**config.mk**
```make
export PLATFORM = sky130hd
export DESIGN_NAME = mdio_slave
export DESIGN_NICKNAME = d
export VERILOG_FILES = /design/src/rtl/mdio_pkg.sv /design/src/rtl/mdio_edge_sync.sv /design/src/rtl/mdio_slave.sv
export SDC_FILE = /design/constraint.sdc
export NUM_CORES = 1
export LEC_CHECK = 0
export ABC_AREA = 1
export CAP_MARGIN = 20
export CORE_ASPECT_RATIO = 2
export CORE_MARGIN = 10
export CORE_UTILIZATION = 50
export CTS_CLUSTER_DIAMETER = 30
export DETAILED_ROUTE_END_ITERATION = 8
export GPL_TIMING_DRIVEN = 0
export PLACE_DENSITY = 0.78
export SLEW_MARGIN = 5
export SYNTH_ARGS = -nofsm -noshare
export SYNTH_HDL_FRONTEND = slang
export SYNTH_HIERARCHICAL = 1
export SYNTH_SLANG_ARGS = --single-unit
```
**constraint.sdc**
```tcl
create_clock -name clk -period 1.8 [get_ports clk]
set_clock_uncertainty 0.2 [all_clocks]
set_input_delay 0.18 -clock clk [delete_from_list [all_inputs] [get_ports clk]]
set_output_delay 0.18 -clock clk [all_outputs]
set_load 0.1 [all_outputs]
```
**src/rtl/mdio_pkg.sv**
```systemverilog
// Shared definitions for the Clause 22 MDIO responder.
// Holds frame field constants, field widths, frame bit indices (numbered
// from the first ST bit as rise 1..32) and the frame-decoder state type.
package mdio_pkg;

    localparam logic [1:0] ST    = 2'b01;
    localparam logic [1:0] OP_RD = 2'b10;
    localparam logic [1:0] OP_WR = 2'b01;
    localparam logic [1:0] TA_WR = 2'b10;

    localparam int unsigned PHYAD_W = 5;
    localparam int unsigned REGAD_W = 5;
    localparam int unsigned DATA_W  = 16;
    localparam int unsigned BIT_W   = 6;

    localparam logic [BIT_W-1:0] BIT_ADDR_END = 6'd14;
    localparam logic [BIT_W-1:0] BIT_TA1      = 6'd15;
    localparam logic [BIT_W-1:0] BIT_TA2      = 6'd16;
    localparam logic [BIT_W-1:0] BIT_LAST     = 6'd32;

    typedef enum logic [2:0] {
        S_IDLE,
        S_ST,
        S_OP,
        S_ADDR,
        S_TA,
        S_DATA,
        S_SKIP
    } state_t;

endpackage

```
**src/rtl/mdio_edge_sync.sv**
```systemverilog
// Brings MDC and MDIO into the clk domain.
// Ports:
//   clk, rst    : system clock, synchronous active-high reset
//   mdc, mdi    : asynchronous pin inputs
//   rise, fall  : one-clk pulses on synchronized MDC edges (3 clks after pin edge)
//   mdi_r       : synchronized MDIO, delayed to line up with rise/fall
module mdio_edge_sync (
    input  logic clk,
    input  logic rst,
    input  logic mdc,
    input  logic mdi,
    output logic rise,
    output logic fall,
    output logic mdi_r
);

    logic mdc_m, mdc_s, mdc_q;
    logic mdi_m, mdi_s;

    always_ff @(posedge clk) begin
        if (rst) begin
            mdc_m <= 1'b0;
            mdc_s <= 1'b0;
            mdc_q <= 1'b0;
            mdi_m <= 1'b0;
            mdi_s <= 1'b0;
            mdi_r <= 1'b0;
            rise  <= 1'b0;
            fall  <= 1'b0;
        end else begin
            mdc_m <= mdc;
            mdc_s <= mdc_m;
            mdc_q <= mdc_s;
            mdi_m <= mdi;
            mdi_s <= mdi_m;
            // Third MDIO stage keeps data aligned with the registered edge pulses.
            mdi_r <= mdi_s;
            rise  <= mdc_s & ~mdc_q;
            fall  <= ~mdc_s & mdc_q;
        end
    end

endmodule

```
**src/rtl/mdio_slave.sv**
```systemverilog
// PHY-side Clause 22 MDIO responder serving a 32 x 16-bit register space.
// Ports:
//   clk, rst   : system clock, synchronous active-high reset
//   mdc, mdi   : management clock and MDIO pin input (asynchronous)
//   mdt, mdo   : MDIO output enable and data (pad: mdio = mdt ? mdo : z)
//   reg_addr   : register address of the current frame
//   reg_rd     : one-clk read strobe; reg_rdata valid on the following clk
//   reg_wr     : one-clk write strobe; reg_wdata valid with it and held after
//   frame_err  : one-clk pulse when a frame is aborted
module mdio_slave
    import mdio_pkg::*;
#(
    parameter logic [PHYAD_W-1:0] PHY_ADDR = 5'd1,
    parameter int unsigned        PRE_MIN  = 32
) (
    input  logic               clk,
    input  logic               rst,
    input  logic               mdc,
    input  logic               mdi,
    output logic               mdt,
    output logic               mdo,
    output logic [REGAD_W-1:0] reg_addr,
    output logic               reg_rd,
    input  logic [DATA_W-1:0]  reg_rdata,
    output logic               reg_wr,
    output logic [DATA_W-1:0]  reg_wdata,
    output logic               frame_err
);

    localparam int unsigned PW = $clog2(PRE_MIN + 2);

    logic              rise, fall, mdi_r;
    state_t            state;
    logic [BIT_W-1:0]  bit_cnt;
    logic [BIT_W-1:0]  bit_nxt;
    logic [PW-1:0]     pre_cnt;
    logic              op_hi, ta_hi, is_read, rd_load;
    logic [DATA_W-2:0] rx_sr;
    logic [DATA_W-1:0] tx_sr;
    logic [9:0]        hdr;

    mdio_edge_sync u_sync (
        .clk   (clk),
        .rst   (rst),
        .mdc   (mdc),
        .mdi   (mdi),
        .rise  (rise),
        .fall  (fall),
        .mdi_r (mdi_r)
    );

    // bit_nxt is the frame bit number of the bit being sampled on this rise.
    assign bit_nxt = bit_cnt + 6'd1;
    // PHYAD/REGAD as they stand once the current bit is shifted in.
    assign hdr     = {rx_sr[8:0], mdi_r};

    always_ff @(posedge clk) begin
        if (rst) begin
            state     <= S_IDLE;
            bit_cnt   <= '0;
            pre_cnt   <= '0;
            op_hi     <= 1'b0;
            ta_hi     <= 1'b0;
            is_read   <= 1'b0;
            rd_load   <= 1'b0;
            rx_sr     <= '0;
            tx_sr     <= '0;
            mdt       <= 1'b0;
            mdo       <= 1'b0;
            reg_addr  <= '0;
            reg_rd    <= 1'b0;
            reg_wr    <= 1'b0;
            reg_wdata <= '0;
            frame_err <= 1'b0;
        end else begin
            reg_rd    <= 1'b0;
            reg_wr    <= 1'b0;
            frame_err <= 1'b0;

            // Read data is captured two clks after reg_rd rises.
            rd_load <= reg_rd;
            if (rd_load) tx_sr <= reg_rdata;

            // Ones seen during a frame never count toward the next preamble.
            if (state != S_IDLE) pre_cnt <= '0;

            if (rise) begin
                if (state != S_IDLE) begin
                    bit_cnt <= bit_nxt;
                    rx_sr   <= {rx_sr[DATA_W-3:0], mdi_r};
                end
                case (state)
                    S_IDLE: begin
                        if (mdi_r) begin
                            if (pre_cnt < PW'(PRE_MIN)) pre_cnt <= pre_cnt + 1'b1;
                        end else begin
                            pre_cnt <= '0;
                            if (pre_cnt >= PW'(PRE_MIN)) begin
                                state   <= S_ST;
                                bit_cnt <= 6'd1;
                            end
                        end
                    end
                    S_ST: begin
                        if ({1'b0, mdi_r} == ST) begin
                            state <= S_OP;
                        end else begin
                            frame_err <= 1'b1;
                            state     <= S_IDLE;
                        end
                    end
                    S_OP: begin
                        if (bit_nxt == 6'd3) begin
                            op_hi <= mdi_r;
                        end else if ({op_hi, mdi_r} == OP_RD) begin
                            is_read <= 1'b1;
                            state   <= S_ADDR;
                        end else if ({op_hi, mdi_r} == OP_WR) begin
                            is_read <= 1'b0;
                            state   <= S_ADDR;
                        end else begin
                            frame_err <= 1'b1;
                            state     <= S_IDLE;
                        end
                    end
                    S_ADDR: begin
                        if (bit_nxt == BIT_ADDR_END) begin
                            if (hdr[9:5] == PHY_ADDR) begin
                                reg_addr <= hdr[4:0];
                                reg_rd   <= is_read;
                                state    <= S_TA;
                            end else begin
                                state <= S_SKIP;
                            end
                        end
                    end
                    S_TA: begin
                        if (bit_nxt == BIT_TA1) begin
                            ta_hi <= mdi_r;
                        end else if (!is_read && ({ta_hi, mdi_r} != TA_WR)) begin
                            frame_err <= 1'b1;
                            state     <= S_SKIP;
                        end else begin
                            state <= S_DATA;
                        end
                    end
                    S_DATA: begin
                        // Reads leave DATA on the fall after rise 32 instead.
                        if (bit_nxt == BIT_LAST && !is_read) begin
                            reg_wdata <= {rx_sr, mdi_r};
                            reg_wr    <= 1'b1;
                            state     <= S_IDLE;
                        end
                    end
                    S_SKIP: begin
                        if (bit_nxt == BIT_LAST) state <= S_IDLE;
                    end
                    default: state <= S_IDLE;
                endcase
            end else if (fall && is_read && (state == S_TA || state == S_DATA)) begin
                if (bit_cnt == BIT_TA1) begin
                    mdt <= 1'b1;
                    mdo <= 1'b0;
                end else if (bit_cnt == BIT_LAST) begin
                    mdt   <= 1'b0;
                    mdo   <= 1'b0;
                    state <= S_IDLE;
                end else if (bit_cnt >= BIT_TA2) begin
                    mdo   <= tx_sr[DATA_W-1];
                    tx_sr <= {tx_sr[DATA_W-2:0], 1'b0};
                end
            end
        end
    end

endmodule

```
==> results of run 1 <==
## state kept, by name, indices dropped and copies added (netlist names), 3 cells and up
| register | count |
|---|---|
| rx_sr | 15 |
| bit_cnt | 6 |
| reg_wdata | 16 |
| state | 3 |
| tx_sr | 16 |
| reg_addr | 5 |
| pre_cnt | 6 |
## final cells by class
class,instances,share of cell area (%)
Clock inverter,4,0.915
Tap cell,94,2.26
Buffer,22,2.79
Multi-Input combinational cell,330,38.1
Clock buffer,12,4.94
Timing Repair Buffer,61,12.2
Inverter,85,6.24
Sequential cell,84,32.6
## worst max-delay path by stage
stage	from	cells past startpoint	endpoint	slack, ns
6_report	bit_cnt[0]	11	reg_wdata[7]	-0.19
2_1_floorplan	bit_cnt[1]	11	reg_wdata[8]	0.02
3_3_place_gp	rst	5	rx_sr[9]	-0.43
3_5_place_dp	rst	5	rx_sr[10]	-0.43
4_1_cts	bit_cnt[1]	11	reg_wdata[3]	-0.15
5_1_grt	bit_cnt[0]	12	state[0]	-0.32
## stage by stage
| stage | setup slack, ns | cell area (µm²) | hold slack, ns | instances |
|---|---|---|---|---|
| after floorplan | 0.0250 | 3820 | 0.0491 | 521 |
| after global placement | -0.427 | 4390 | 0.191 | 660 |
| after detailed placement | -0.432 | 4390 | 0.197 | 660 |
| after CTS | -0.146 | 4920 | 0.155 | 685 |
| after global routing | -0.322 | 5200 | 0.203 | 692 |
| final | -0.190 | 5200 | 0.158 | 692 |
## worst max-delay path: stages, from the launching register on
cell and delay [ns]:
dfxtp_4 0.37, ha_4 0.17, nand3_4 0.08, nand2_4 0.08, nand2_4 0.07, nor2_4 0.13, nand3_4 0.10, nor2_4 0.16
nand2_8 0.12, buf_6 0.18, o21ai_2 0.15, a21oi_2 0.04
## logic make-up (layout without fill, tap and decap cells)
kind of cell | count (synthesis) | count (layout) | share of synthesized area, %
multiplexers | 1 | 1 | 0.296
AND/OR/NAND/NOR | 178 | 178 | 21.4
flip-flops | 84 | 84 | 44.2
buffers and inverters | 107 | 184 | 11.6
AO/OA/AOI/OAI | 143 | 143 | 19.8
adder cells (fa/ha/maj) | 8 | 8 | 2.63
## per-layer routing
metal / global-route usage (%) / part of all wire (%) / vias up
li1: - / - / 1823
met1: 18.4 / 40 / 1678
met2: 27.9 / 51 / 126
met3: 2.75 / 5.4 / 28
met4: 7.57 / 2.9 / 0
met5: 0 / 0 / -
## cells in the final DEF (no fill, tap or decap), drive strengths merged, types with 25 or more instances in the layout
cell            n
nor2           65
clkdlybuf4s15  26
a21oi          60
inv            85
buf            25
nand2          73
clkbuf         25
o21ai          78
nand3          25
dfxtp          84
## power breakdown
part / internal, mW / switching, mW / total [mW]
Clock: 1.15 / 0.726 / 1.87
Sequential: 1.86 / 0.00211 / 1.86
Combinational: 0.0625 / 0.0707 / 0.133
## repair_timing
action	CTS	global route
pin swaps	7	16
setup buffers	7	7
hold endpoints to repair	0	0
gates cloned	2	0
setup endpoints to repair	69	68
gates resized for setup	115	72
==> impl_metrics.csv, run 1 <==
group,metric,value,unit
status,status,"finished, violations left",
status,violations,"setup timing",
die,core_area,0.00749,mm²
yosys,synth_top_area_share,44.2,%
worst_setup_path,r2r-start,"bit_cnt[0]",
yosys,synth_flop_cell,"dfxtp_1",
yosys,ys_ff_latch,84,
power,powerDensity,745,mW/mm²
timing,final-setup-viol-count,31,
global_routing,antenna_found_initial,0,
die,ios,46,
placement,globalplace.congestion,0.846,
finish,seq_area,0.00169,mm²
worst_setup_path,critPathRequiredTime,1.83,ns
worst_setup_path,r2r-end,"reg_wdata[7]",
route,postRouteAntennaNets,0,
finish,num-fill-cells,572,
timing,hold_viol_final,0,
worst_setup_path,critical_path_arrival,2.02,ns
global_routing,grt_pass1_wl,15.2,mm
finish,fin_util,69.4,%
worst_setup_path,crit_fanout,8,
timing,max_freq,502,MHz
finish,multi_input_area,0.00198,mm²
route,vias,3655,
yosys,synth_edf_count,0,
power,worst_ir_drop_vdd,0.000515,V
route,via_per_inst,5.28,
worst_hold_path,min_from,"mdi",
power,power,3.87,mW
timing,rsz0062_at_grt,"true",
yosys,synth_area_per_cell,7.31,µm²
placement,io_buffers,45,
route,drc,0,
cts,cts_tree,"built",
route,dr.pass1.iters,5,
timing,finalCritPeriodShare,111,%
global_routing,overflow,0,
finish,insertedDiodeCount,0,
timing,post-route-worst-setup-slack,-0.190,ns
global_routing,grt_pass1_vias,3388,
cts,cts_root_buf,"clkbuf_16",
yosys,yosysTopAreaCell,"dfxtp_1",
yosys,ys_seq_area_share,44.2,%
cts,ctsHtreeMaxLevel,3,
global_routing,grt_max_degree,14,
worst_setup_path,r2r_cells,11,
finish,num-nets-final,621,
yosys,async_flop_share,0,%
yosys,synth.most_common_cell,"dfxtp_1",
yosys,synth_area_leaders,"dfxtp_1 44%, inv_1 8.0%, o21ai_0 7.8%",
worst_hold_path,worstHoldPathCells,3,
yosys,ys_warn_count,6,
worst_setup_path,crit_type,"flop to flop",
global_routing,gr-usage-all-layers,16.1,%
worst_setup_path,regToRegSetupSlack,-0.19,ns
die,start_util,50.8,%
timing,finalCriticalPeriod,1.99,ns
yosys,synth_fp_nets,549,
die,std_cell_rows,45,
cts,ctsLongestPathBuffers,2,
cts,cts_buffers,9,
cts,cts.sinks,84,
timing,setup_tns,-3.84,ns
cts,clk-insertion-delay-late,0.34,ns
timing,drv_slew,0,
die,die_x,81.7,µm
timing,relSlewSlack,62.8,%
yosys,ys_top_cells_by_count,"84 x dfxtp_1, 81 x inv_1, 68 x nand2_1",
cts,postCtsHoldBufs,0,
timing,tightest_slew,0.561,ns
finish,final_layout_size_suffix_gt1_share,27.3,%
power,p_leak,2.00,nW
route,drt-total-wl,9.82,mm
yosys,synth_cell_types,35,
route,route.detailed.wl_per_inst,14.2,µm
placement,dp_hpwl,6.33,mm
worst_hold_path,hold_end,"u_sync/mdi_m",
yosys,synthesis.area,0.00381,mm²
worst_setup_path,worstSetupStartpointType,"flop",
die,die_area,0.0117,mm²
yosys,syn-instance-count,521,
worst_hold_path,worst_hold_path_type,"input pin to flop",
job,drv_cap,0,
route,drt_iter0_drc,356,
finish,syn_to_final_growth,36.5,%
cts,path_clk_slew,0.06,ns
worst_setup_path,endpoint_kind,"flop",
die,die_height,143,µm
(Power assumes the default switching activity.)
==> run 2: changes to the inputs <==
ABC_AREA = default   (was 1)
PLACE_DENSITY = 0.77   (was 0.78)
REMOVE_ABC_BUFFERS = 1   (was default)
clock period = 1.6 ns   (was 1.8 ns; I/O delays follow)
==> run 2 against run 1 <==
The run still ends with setup timing left. Hold slack gained 0.0081 ns. Flip-flop and latch count is the same. Cell count decreased by 14%. Critical path depth fell by 3. Largest cell class unchanged. Highest routed layer unchanged. Synthesized area rose by 1.6%. Power up 16%.
==> impl_metrics.csv, run 2 <==
group,metric,value,unit
timing,rsz0062_at_grt,"true",
route,drt_iter0_drc,284,
power,p_sw_share,20.0,%
yosys,syn-instance-count,433,
yosys,ys_top_cells_by_count,"84 x dfxtp_1, 67 x nor2_1, 45 x nand2_1",
cts,ctsHtreeMaxLevel,3,
finish,num-nets-final,521,
timing,max_freq,472,MHz
power,powerDensity,840,mW/mm²
finish,top_regs,"reg_wdata: 16 flops, tx_sr: 16 flops, rx_sr: 15 flops",
cts,path_clk_slew,0.06,ns
route,vias,3592,
global_routing,grt_pass1_vias,3290,
global_routing,overflow,0,
finish,final_common_cell,"dfxtp_1",
placement,io_buffers,45,
die,std_cell_rows,45,
power,power,4.47,mW
finish,final_cell_mix,"71 x dfxtp_1, 63 x nor2_1, 41 x mux2i_1",
yosys,synth.most_common_cell,"dfxtp_1",
power,switching_power,0.894,mW
yosys,synth_cell_types,61,
timing,hold_viol_final,0,
finish,num-fill-cells,537,
power,clockPowerShare,50.3,%
worst_setup_path,crit_type,"flop to flop",
yosys,synth_top_area_share,43.5,%
cts,ctsLongestPathBuffers,2,
worst_setup_path,critPathRequiredTime,1.64,ns
finish,final_layout_size_suffix_gt1_share,33.7,%
worst_setup_path,critical_path_arrival,2.15,ns
timing,setup_tns,-20.37,ns
route,postRouteAntennaNets,0,
worst_hold_path,worst_hold_path_type,"input pin to flop",
route,drc,0,
route,dr.pass1.iters,5,
cts,cts_buffers,9,
yosys,ys_ff_latch,84,
finish,insertedDiodeCount,0,
die,die_area,0.0119,mm²
finish,syn_to_final_growth,37.6,%
placement,globalplace.congestion,0.927,
route,via_per_inst,6.07,
global_routing,grt_max_degree,48,
worst_setup_path,worstSetupStartpointType,"flop",
yosys,async_flop_share,0,%
power,p_comb_share,2.9,%
cts,cts_root_buf,"clkbuf_16",
global_routing,antenna_found_initial,0,
timing,whs,0.166,ns
timing,final-setup-viol-count,65,
timing,finalCriticalPeriod,2.12,ns
die,die_x,82.2,µm
yosys,synth_flop_cell,"dfxtp_1",
timing,relSlewSlack,41.2,%
yosys,synth_area_per_cell,8.93,µm²
placement,dp_hpwl,6.13,mm
die,start_util,51.3,%
die,ios,46,
job,drv_cap,0,
timing,tightest_slew,0.881,ns
route,route.detailed.wl_per_inst,19.6,µm
power,worst_ir_drop_vdd,0.000966,V
power,p_leak,1.92,nW
yosys,synth_edf_count,0,
timing,drv_slew,0,
yosys,ys_warn_count,6,
timing,post-route-worst-setup-slack,-0.519,ns
yosys,ys_seq_area_share,43.5,%
cts,cts_tree,"built",
finish,fin_util,70.6,%
worst_setup_path,endpoint_kind,"flop",
route,drt-total-wl,11.6,mm
yosys,synth_area_leaders,"dfxtp_1 43%, mux2i_1 11%, nor2_1 6.5%",
yosys,yosysTopAreaCell,"dfxtp_1",
status,status,"finished, violations left",
cts,clk-insertion-delay-late,0.34,ns
die,core_area,0.00754,mm²
yosys,synthesis.area,0.00387,mm²
global_routing,grt_pass1_wl,15.7,mm
timing,finalCritPeriodShare,132,%
power,seqPwrFrac,46.8,%
power,p_int,3.58,mW
die,die_height,144,µm
cts,cts.sinks,84,
status,violations,"setup timing",
global_routing,gr-usage-all-layers,16.9,%
worst_setup_path,crit_fanout,8,
## run 2: area by class of cell
type / count / area, µm² / share of cell area [%]
inverter: 8 / 33.8 / 0.635
sequential: 84 / 1720 / 32.3
clock inverter: 2 / 38.8 / 0.729
tap: 94 / 118 / 2.21
clock buffer: 14 / 294 / 5.52
timing repair buffer: 75 / 676 / 12.7
multi-input combinational: 315 / 2440 / 45.9
## run 2: stage by stage
stage / cells / setup WS (ns) / cell area, µm²
2_1_floorplan: 400 / -0.650 / 3680
3_3_place_gp: 539 / -1.92 / 4250
3_5_place_dp: 541 / -0.934 / 4300
4_1_cts: 570 / -0.448 / 4920
5_1_grt: 592 / -0.593 / 5320
6_report: 592 / -0.519 / 5320
## run 2: power groups by stage
stage	clock, mW	combinational (mW)	sequential [mW]
finish	2.25	0.130	2.09
global route	2.34	0.138	2.09
CTS	2.26	0.114	2.10
detailed placement	0	0.111	2.15
global placement	0	0.0979	2.15
floorplan	0	0.0175	2.15
## run 2: worst paths after layout
check | start | to | slack (ns) | cells past startpoint
max | bit_cnt[1] | reg_wdata[13] | -0.52 | 8
min | mdi | u_sync/mdi_m | 0.17 | 2
max reg2reg | bit_cnt[1] | reg_wdata[13] | -0.52 | 8
min reg2reg | u_sync/mdc_s | u_sync/fall | 0.23 | 1
## run 2: worst max-delay path, stage by stage (launching register included)
cell	delay [ns]
dfxtp_4	0.40
ha_4	0.20
nand2_4	0.06
or3_4	0.40
nand3_2	0.10
and3_4	0.24
buf_12	0.15
mux2i_2	0.21
nor2_1	0.05
## run 2: what timing repair did
action	4_1_cts	5_1_grt
pin swaps	17	24
endpoints found under the hold margin	1	0
setup endpoints to repair	101	81
setup buffers	11	15
hold buffers	1	0
resized for setup	160	84
gates cloned	1	7
## run 2: routing by layer
metal,track usage (%),vias up,wire [µm]
met4,10.5,0,841
met3,4.29,70,642
met1,16.5,1716,4030
li1,-,1636,-
met5,0,-,0
met2,29.9,170,6060
## run 2: cells by family after synthesis
group                    after synthesis  share of synthesized area (%)
AND/OR/NAND/NOR                      178                           23.1
flip-flops                            84                           43.5
AO/OA/AOI/OAI                         76                           13.3
multiplexers                          45                           11.7
buffers and inverters                 41                           5.53
adder cells (fa/ha/maj)                8                           2.59
XOR/XNOR                               1                          0.226
